<file path="config.mk">
export PLATFORM = sky130hd
export DESIGN_NAME = div_16b_seq
export DESIGN_NICKNAME = d
export VERILOG_FILES = /design/src/rtl/div_16b_seq.sv
export SDC_FILE = /design/constraint.sdc
export NUM_CORES = 1
export LEC_CHECK = 0
export BUFFER_PORTS_ARGS = -buffer_cell sky130_fd_sc_hd__buf_2
export CAP_MARGIN = 20
export CORE_AREA = 2 2 101 142
export CTS_BUF_LIST = sky130_fd_sc_hd__clkbuf_4
export DETAILED_ROUTE_END_ITERATION = 10
export DIE_AREA = 0 0 103 144
export GPL_TIMING_DRIVEN = 0
export PLACE_DENSITY = 0.7
export SLEW_MARGIN = 20
export SYNTH_ARGS = -nofsm -noshare
export SYNTH_HDL_FRONTEND = slang
export SYNTH_SLANG_ARGS = --single-unit
</file>
<file path="constraint.sdc">
create_clock -name clk -period 2.65 [get_ports clk]
set_input_delay 0.795 -clock clk [delete_from_list [all_inputs] [get_ports clk]]
set_output_delay 0.795 -clock clk [all_outputs]
set_load 0.01 [all_outputs]
</file>
<file path="src/rtl/div_16b_seq.sv">
// Iterative restoring divider: one quotient bit per clock on operand magnitudes,
// with sign fix-up on exit and a start/busy/done handshake.
module div_16b_seq #(
   parameter int WIDTH = 16
) (
   input  logic             clk,
   input  logic             rst,
   input  logic             start,
   input  logic             Signed,
   input  logic [WIDTH-1:0] A,
   input  logic [WIDTH-1:0] B,
   output logic             busy,
   output logic             done,
   output logic [WIDTH-1:0] Quot,
   output logic [WIDTH-1:0] Rem,
   output logic             DivByZero
);

   localparam int CW = $clog2(WIDTH) + 1;
   localparam logic [WIDTH-1:0] ONE = WIDTH'(1);

   typedef enum logic [1:0] {
      IDLE,
      CALC,
      FIX,
      DONE
   } state_t;

   state_t           state;
   state_t           state_nxt;
   logic [CW-1:0]    cnt;
   logic [WIDTH-1:0] dvd;
   logic [WIDTH-1:0] dvs;
   logic [WIDTH:0]   rem;
   logic             qneg;
   logic             rneg;

   logic [WIDTH-1:0] a_mag;
   logic [WIDTH-1:0] b_mag;
   logic [WIDTH+1:0] shifted;
   logic [WIDTH+1:0] diff;
   logic             borrow;

   // rem never exceeds the divisor, so the top bit of shifted is always zero and
   // the borrow out of the wide subtract is a clean "shifted < divisor" test.
   always_comb begin
      a_mag   = (Signed && A[WIDTH-1]) ? (~A + ONE) : A;
      b_mag   = (Signed && B[WIDTH-1]) ? (~B + ONE) : B;
      shifted = {rem, dvd[WIDTH-1]};
      diff    = shifted - {2'b00, dvs};
      borrow  = diff[WIDTH+1];
   end

   // NOTE: every signal driven here gets a default first, so no path can leave
   // one unassigned and infer a latch.
   always_comb begin
      state_nxt = state;
      busy      = 1'b0;
      done      = 1'b0;
      case (state)
         IDLE: begin
            if (start) state_nxt = (B == '0) ? DONE : CALC;
         end
         CALC: begin
            busy = 1'b1;
            if (cnt == CW'(1)) state_nxt = FIX;
         end
         FIX: begin
            busy      = 1'b1;
            state_nxt = DONE;
         end
         DONE: begin
            done      = 1'b1;
            state_nxt = IDLE;
         end
         default: state_nxt = IDLE;
      endcase
   end

   // NOTE: all clocked state uses non-blocking assignments so every register
   // samples the pre-edge values regardless of statement order.
   always_ff @(posedge clk) begin
      if (rst) begin
         state     <= IDLE;
         cnt       <= '0;
         dvd       <= '0;
         dvs       <= '0;
         rem       <= '0;
         qneg      <= 1'b0;
         rneg      <= 1'b0;
         Quot      <= '0;
         Rem       <= '0;
         DivByZero <= 1'b0;
      end else begin
         state <= state_nxt;
         case (state)
            IDLE: begin
               if (start) begin
                  if (B == '0) begin
                     Quot      <= '1;
                     Rem       <= A;
                     DivByZero <= 1'b1;
                  end else begin
                     dvd  <= a_mag;
                     dvs  <= b_mag;
                     rem  <= '0;
                     qneg <= Signed & (A[WIDTH-1] ^ B[WIDTH-1]);
                     rneg <= Signed & A[WIDTH-1];
                     cnt  <= CW'(WIDTH);
                  end
               end
            end
            CALC: begin
               rem <= borrow ? shifted[WIDTH:0] : diff[WIDTH:0];
               dvd <= {dvd[WIDTH-2:0], ~borrow};
               cnt <= cnt - CW'(1);
            end
            FIX: begin
               Quot      <= qneg ? (~dvd + ONE) : dvd;
               Rem       <= rneg ? (~rem[WIDTH-1:0] + ONE) : rem[WIDTH-1:0];
               DivByZero <= 1'b0;
            end
            default: ;
         endcase
      end
   end

endmodule

</file>
==> impl_results.md, run 1 <==
* Status: finished, final reports clean
* Remaining global-route overflow at 0
* Synthesized area at 5990 um^2
* Routed wire length at 17.4 mm
* # DRC at 0
* Post-Syn Nets at 850
* DR vias/cell at 5.65
* Layout overhead on the synthesized area at 13.9%
* Row count at between 50 and 60
* Clk Latency, worst-skew pair at 0.50 ns
* Seq pwr share at 0.321
* Root buf cell: clkbuf_4
* Met2 GRT Util at 0.422
* GR Util met3 at 0.0382
* Layout cells sized above 1 at 0.162
* Drt pass-1 iters at 6
* Area leader, netlist: dfxtp_1
* Die width at just over 100 um
* Clk pwr share at 0.140
* Initial Util at 0.439
* Count of final setup violators at 0
* Switch share at 0.479
* Die area at 14800 um^2
* Boundary Pins at 71
* HPWL after DPL at around 14 mm
* Area occupied by multi-input gates at just under 4000 um^2
* Synth Register Bits at 91
* Crit path DAT at between 2 and 3 ns
* Worst min path class: register to register
* Register-to-register setup slack at 0.15 ns
* Max Clk Rate at 0.400 GHz
* Net switching power at 0.00288 W
* Primary FF master, synth: dfxtp_1
* Minimum clock period at approximately 2.5 ns
* Reg clk slew, reported paths at ~0.20 ns
* Power Internal at 0.00313 W
* LEAKAGE at 2.64 nW
* Top-area cell type share of the netlist area at 0.304
* Routed Antenna Nets at 0
* Fillers at 1410
* Grt peak-use layer: met2
* P per Cell Area at 882 nW/um^2
* Max-slew violation count at 0
* CTS tree: yes
* CTS H-tree depth at 3
* Maximum Capacitance Violations at 0
* Vias in the first global route at 5564
* Fin worst setup slack at 0.148 ns
* Post-synth ARST share at 0
* Endpoint class of the critical path: register
* Critical path required time at about 3.0 ns
* All-Layer GR Usage at 0.236
* Net count, final at 933
* Crit share post-route at 0.944
* Clock tree buffer depth at 2
* Post-Syn Instances at 787
* CTS sink cnt at 91
* Worst vdd ir at approximately 450 uV
* Largest cells by area after synthesis: dfxtp_1, nand2_1, xor2_1
* Slew headroom at 0.535
* Startpoint types: register
* Sequential share of the synthesized area at 0.304
* TritonCTS buffer count at 9
* Ys Warns at 0
* FF/Latch Area at 1830 um^2
* Routability cong. at 0.925
* DR iter-0 viols at roughly 350
* First-pass GRT wire length at 27.2 mm
* DR WL/cell at 16.4 um
* Comb power frac at 0.539
* Antenna violations before repair at 1
* Grt met1 use at 0.266
* Crit path kind: register to register
* Library cells used by synthesis at slightly above 60
* Die Y at 144 um
* Worst Skew at 0.0377 ns
* Crit path max fanout at 4
* Synth Area per Inst at approximately 7.6 um^2
* Vias at approximately 6000
* I/O Buffers at 70
* Most frequent cell after synthesis: nand2_1
* EDFF count, synth at 0
* Hold Violations, Final at 0
* Total core area at 13700 um^2
* Worst-Margin Slew at 0.693 ns
* Place WS at -0.310 ns
* Largest net degree at the start of global routing at 21
* Synth top cells by count: nand2_1, dfxtp_1, nor2_1
* Final Hold Slack at 0.468 ns
## worst max-delay path: stages (launching register included)
cell	delay, ns
dfxtp_2	0.37
inv_2	0.05
ha_2	0.17
inv_1	0.05
fa_2	0.34
a21o_1	0.19
a221o_1	0.40
a41oi_2	0.25
o21ai_2	0.09
a32o_1	0.25
a31oi_1	0.14
nand3_1	0.09
## worst paths after layout
kind / end / depth (start not counted) / from
worst max register to register: rem[16] / 11 / dvd[15]
worst min-delay path: dvs[15] / 2 / dvs[15]
worst min register to register: dvs[15] / 2 / dvs[15]
worst max-delay path: rem[16] / 11 / dvd[15]
## flip-flops by register name (all words and copies together), names as in the netlist
| signal | cells |
|---|---|
| DivByZero | 1 |
| rneg | 1 |
| qneg | 1 |
| dvs | 16 |
| dvd | 16 |
| Quot | 16 |
| state | 2 |
| cnt | 5 |
| Rem | 16 |
| rem | 17 |
## placed cells by master (no fill, tap or decap), types with 3 or more instances in the layout
master	count
buf_2	79
nand2b_1	7
clkbuf_2	3
o21ai_0	37
a21oi_1	51
dfxtp_2	7
mux2i_1	6
clkbuf_1	30
o21ai_2	3
a21oi_2	5
a211oi_1	34
xnor2_1	24
inv_6	3
nand4_1	16
nand2_1	122
o41ai_1	6
xor2_1	40
dfxtp_1	84
nor4_1	7
nand3_1	14
ha_1	25
a21o_1	11
a31oi_1	3
o211ai_1	22
clkbuf_4	9
a311oi_1	20
nor2_1	85
nor3_1	5
and2_1	5
buf_6	3
o31ai_1	14
inv_1	35
or3_1	4
clkinv_8	4
buf_4	7
## logic make-up (layout without fill, tap and decap cells)
kind of cell	after synthesis	count (layout)	share of synthesized area
XOR/XNOR	64	64	0.0936
other	0	1	0
adder cells (fa/ha/maj)	27	27	0.0577
AND/OR/NAND/NOR	283	283	0.213
AO/OA/AOI/OAI	229	229	0.260
flip-flops	91	91	0.304
multiplexers	6	6	0.0100
buffers and inverters	87	175	0.0622
## power by group through the flow
stage          sequential (W)  combinational (W)  clock [W]
5_1_grt               0.00197            0.00358   0.000915
3_3_place_gp          0.00194            0.00306          0
4_1_cts               0.00192            0.00315   0.000850
3_5_place_dp          0.00195            0.00310          0
6_report              0.00193            0.00324   0.000842
2_1_floorplan         0.00194            0.00225          0
## per-layer routing
metal	vias up	part of all wire	routed length, um
met5	-	0	0
met4	0	0.043	749
met3	43	0.045	788
met2	197	0.51	8890
met1	2779	0.40	6950
li1	2972	-	-
## per-stage QoR
step,std cells,util,instance area (um^2),total power (W),setup TNS (ns)
after floorplan,787,-,5990,0.00420,0
after global placement,1042,0.481,6570,0.00500,-6.22
after detailed placement,1042,0.481,6570,0.00505,-8.25
after CTS,1059,0.495,6760,0.00592,0
after global routing,1061,0.499,6820,0.00647,-0.0307
final,1061,0.499,6820,0.00601,0
## area by class of cell
class                   count  share of cell area
flip-flops and latches     91               0.268
diodes                      1            0.000367
clock buffers               9             0.00991
plain buffers              49              0.0347
repair buffers             73              0.0547
multi-input cells         609               0.564
well taps                 185              0.0339
clock inverters             7              0.0134
inverters                  37              0.0204
## repair_timing
item,CTS,global route
hold endpoints to repair,0,0
gates resized for setup,7,23
pin swaps,2,7
setup buffers,1,2
gates cloned,0,0
setup endpoints to repair,13,16
hold buffers,0,0
Power figures use the tool's default switching activity.
==> run 2, diff against run 1 <==
CELL_PAD_IN_SITES_DETAIL_PLACEMENT = 1   (was unset)
CELL_PAD_IN_SITES_GLOBAL_PLACEMENT = 2   (was unset)
CORE_AREA = 2 2 114 160   (was 2 2 101 142)
DIE_AREA = 0 0 116 162   (was 0 0 103 144)
PLACE_DENSITY = 0.88   (was 0.7)
==> run 2 against run 1 <==
  * Clock skew shrank 0.012 ns
  * Critical path depth shrank 3
  * Wire length increased by 16%
  * Final cell count increased by 4.6%
  * Non-clock buffer count is 2 lower
  * Via count is 0.20% lower
  * Largest cell class unchanged
  * Critical path type unchanged
  * Cell area is 0.51% higher
  * Flip-flop and latch count stayed put
==> impl_results.md, run 2 (synthesis results as in run 1) <==
* Status: finished, final reports clean
* CTS sink cnt at 91 (unchanged)
* Commonest cells after routing, fill and taps aside: nand2_1, nor2_1, dfxtp_1, buf_2, a21oi_1
* All-Layer GR Usage at 0.219 (-0.0163)
* Net switching power at 0.00296 W (+2.6%)
* Startpoint types: register
* Drt pass-1 iters at 4 (-2)
* WL met2 at 11.1 mm (+25%)
* Clk pwr share at 0.144 (+0.004)
* DR WL/cell at 18.2 um (+11%)
* DR iter-0 viols at 321 (-8.0%)
* Root buf cell: clkbuf_4
* Reg clk slew, reported paths at 0.16 ns (-0.04 ns)
* WL met3 at 335 um (-57%)
* Max reg flops at 17 (unchanged)
* Biggest register: rem
* HP Start: Rem[1]
* Minimum clock period at 2.55 ns (+0.0460 ns)
* FF/Latch Area at 1830 um^2 (+0.14%)
* Layout cells sized above 1 at 0.163 (+0.000372)
* Crit path kind: register to register
* TritonCTS buffer count at 9 (unchanged)
* Hold Violations, Final at 0 (unchanged)
* Critical path required time at 3.09 ns (+0.07 ns)
* Slew headroom at 0.526 (-0.00859)
* Boundary Pins at 71 (unchanged)
* Non-Filler Instances at 1110 (+4.6%)
* Maximum Capacitance Violations at 0 (unchanged)
* Seq pwr share at 0.319 (-0.002)
* HPWL after DPL at 16.2 mm (+19%)
* Setup repair after global routing missed its margin: yes
* Final Hold Slack at 0.467 ns (-0.000403 ns)
* Worst vdd ir at 281 uV (-38%)
* Vias at 5979 (-0.20%)
* Antenna violations before repair at 1 (unchanged)
* Die width at 116 um (+13%)
* Total core area at 17300 um^2 (+26%)
* Switch share at 0.482 (+0.00285)
* Remaining global-route overflow at 0 (unchanged)
* Count of final setup violators at 0 (unchanged)
* Area occupied by multi-input gates at 3840 um^2 (-0.20%)
* Hold Crit Depth at 2 (unchanged)
* Worst reg2reg endpoint: rem[6]
* Hold EP: Rem[1]
* I/O Buffers at 70 (unchanged)
* LEAKAGE at 2.62 nW (-0.69%)
* Setup TNS at 0 ns (unchanged)
* Row count at 57 (+12%)
* Register-to-register setup slack at 0.10 ns (-0.05 ns)
* Initial Util at 0.347 (-0.0916)
* Routed Antenna Nets at 0 (unchanged)
* Vias in the first global route at 6085 (+9.4%)
* Wl on met1 at 7.97 mm (+15%)
* Largest net degree at the start of global routing at 18 (-14%)
* Inst Count DP at 1093 (+4.9%)
* Worst-Margin Slew at 0.706 ns (+0.0128 ns)
* Worst min path class: register to register
* Commonest non-fill, non-tap cell in the layout: nand2_1
* Crit path max fanout at 10 (+6)
* Reg2reg path depth at 8 (-3)
* Power Internal at 0.00318 W (+1.4%)
* Max Clk Rate at 0.393 GHz (-1.8%)
* Die Y at 162 um (+13%)
* Clk Latency, worst-skew pair at 0.51 ns (about the same)
* Net count, final at 931 (-0.21%)
* Clock tree buffer depth at 2 (unchanged)
* P per Cell Area at 895 nW/um^2 (+1.5%)
* Fillers at 2213 (+57%)
* Die area at 18800 um^2 (+27%)
* Worst Skew at 0.0262 ns (-0.0115 ns)
* Layout overhead on the synthesized area at 14.4%
* Comb power frac at 0.538 (about the same)
* DR vias/cell at 5.39 (-4.6%)
* Top sig layer: met4
* CTS H-tree depth at 3 (unchanged)
* Endpoint class of the critical path: register
* CTS Hold Buffers Added at 0 (unchanged)
* RR Startpoint: state[0]
* Routed wire length at 20.2 mm (+16%)
* CTS tree: yes
* Max-slew violation count at 0 (unchanged)
* Crit share post-route at 0.961 (+0.0174)
* # DRC at 0 (unchanged)
* First-pass GRT wire length at 31.6 mm (+16%)
* Crit path DAT at 2.98 ns (+0.11 ns)
* Routability cong. at 0.886 (-4.3%)
-- run 2: cell types whose count changed in the layout (fill, tap and decap cells not counted), sizes merged --
| cell | previous run | this run |
|---|---|---|
| clkinv | 4 | 1 |
| buf | 89 | 87 |
| clkinvlp | 0 | 2 |
| bufinv | 0 | 1 |
-- run 2: worst max-delay path by stage --
| stage | from | endpoint | slack, ns | cells past startpoint |
|---|---|---|---|---|
| floorplan | B[3] | rem[16] | 0.21 | 7 |
| global placement | B[3] | rem[12] | -0.37 | 8 |
| detailed placement | B[3] | rem[12] | -0.37 | 8 |
| CTS | dvd[15] | rem[8] | 0.007 | 11 |
| global route | dvd[15] | rem[14] | -0.005 | 11 |
| finish | state[0] | rem[6] | 0.10 | 8 |
-- run 2: what timing repair did --
action	in CTS	in global routing
resized for setup	14	16
setup buffers	0	1
pin swaps	3	4
endpoints found under the setup margin	16	17
-- run 2: power groups by stage --
stage	clock (W)	combinational (W)	sequential (W)
floorplan	0	0.00225	0.00194
global placement	0	0.00317	0.00197
finish	0.000881	0.00330	0.00195
detailed placement	0	0.00322	0.00198
global route	0.000944	0.00366	0.00199
CTS	0.000903	0.00328	0.00195
-- run 2: per-layer routing --
layer	up-vias	track usage
li1	2966	-
met1	2895	0.229
met2	83	0.424
met3	35	0.0220
met4	0	0.110
met5	-	0
-- run 2: per-stage QoR --
| step | utilization | setup WS (ns) | total power, W | cell area, um^2 |
|---|---|---|---|---|
| 2_1_floorplan | - | 0.215 | 0.00420 | 5990 |
| 6_report | 0.397 | 0.102 | 0.00613 | 6850 |
| 4_1_cts | 0.395 | 0.00685 | 0.00613 | 6820 |
| 5_1_grt | 0.397 | -0.00451 | 0.00660 | 6850 |
| 3_5_place_dp | 0.384 | -0.368 | 0.00519 | 6640 |
| 3_3_place_gp | 0.384 | -0.366 | 0.00514 | 6640 |
-- run 2: critical path, stage by stage, from the launching register on --
cell and delay (ns):
dfxtp_1 0.38, inv_1 0.10, ha_1 0.34, nand2_1 0.21
a21o_2 0.26, a21boi_2 0.45, clkbuf_1 0.42, nand4_1 0.18
o211ai_1 0.13
-- run 2: final cells by class --
type	instances	share of cell area
multi-input combinational	609	0.560
sequential	91	0.267
timing repair buffer	71	0.0522
tap	236	0.0431
buffer	49	0.0345
inverter	37	0.0203
clock inverter	7	0.0120
clock buffer	9	0.00986
antenna	1	0.000365
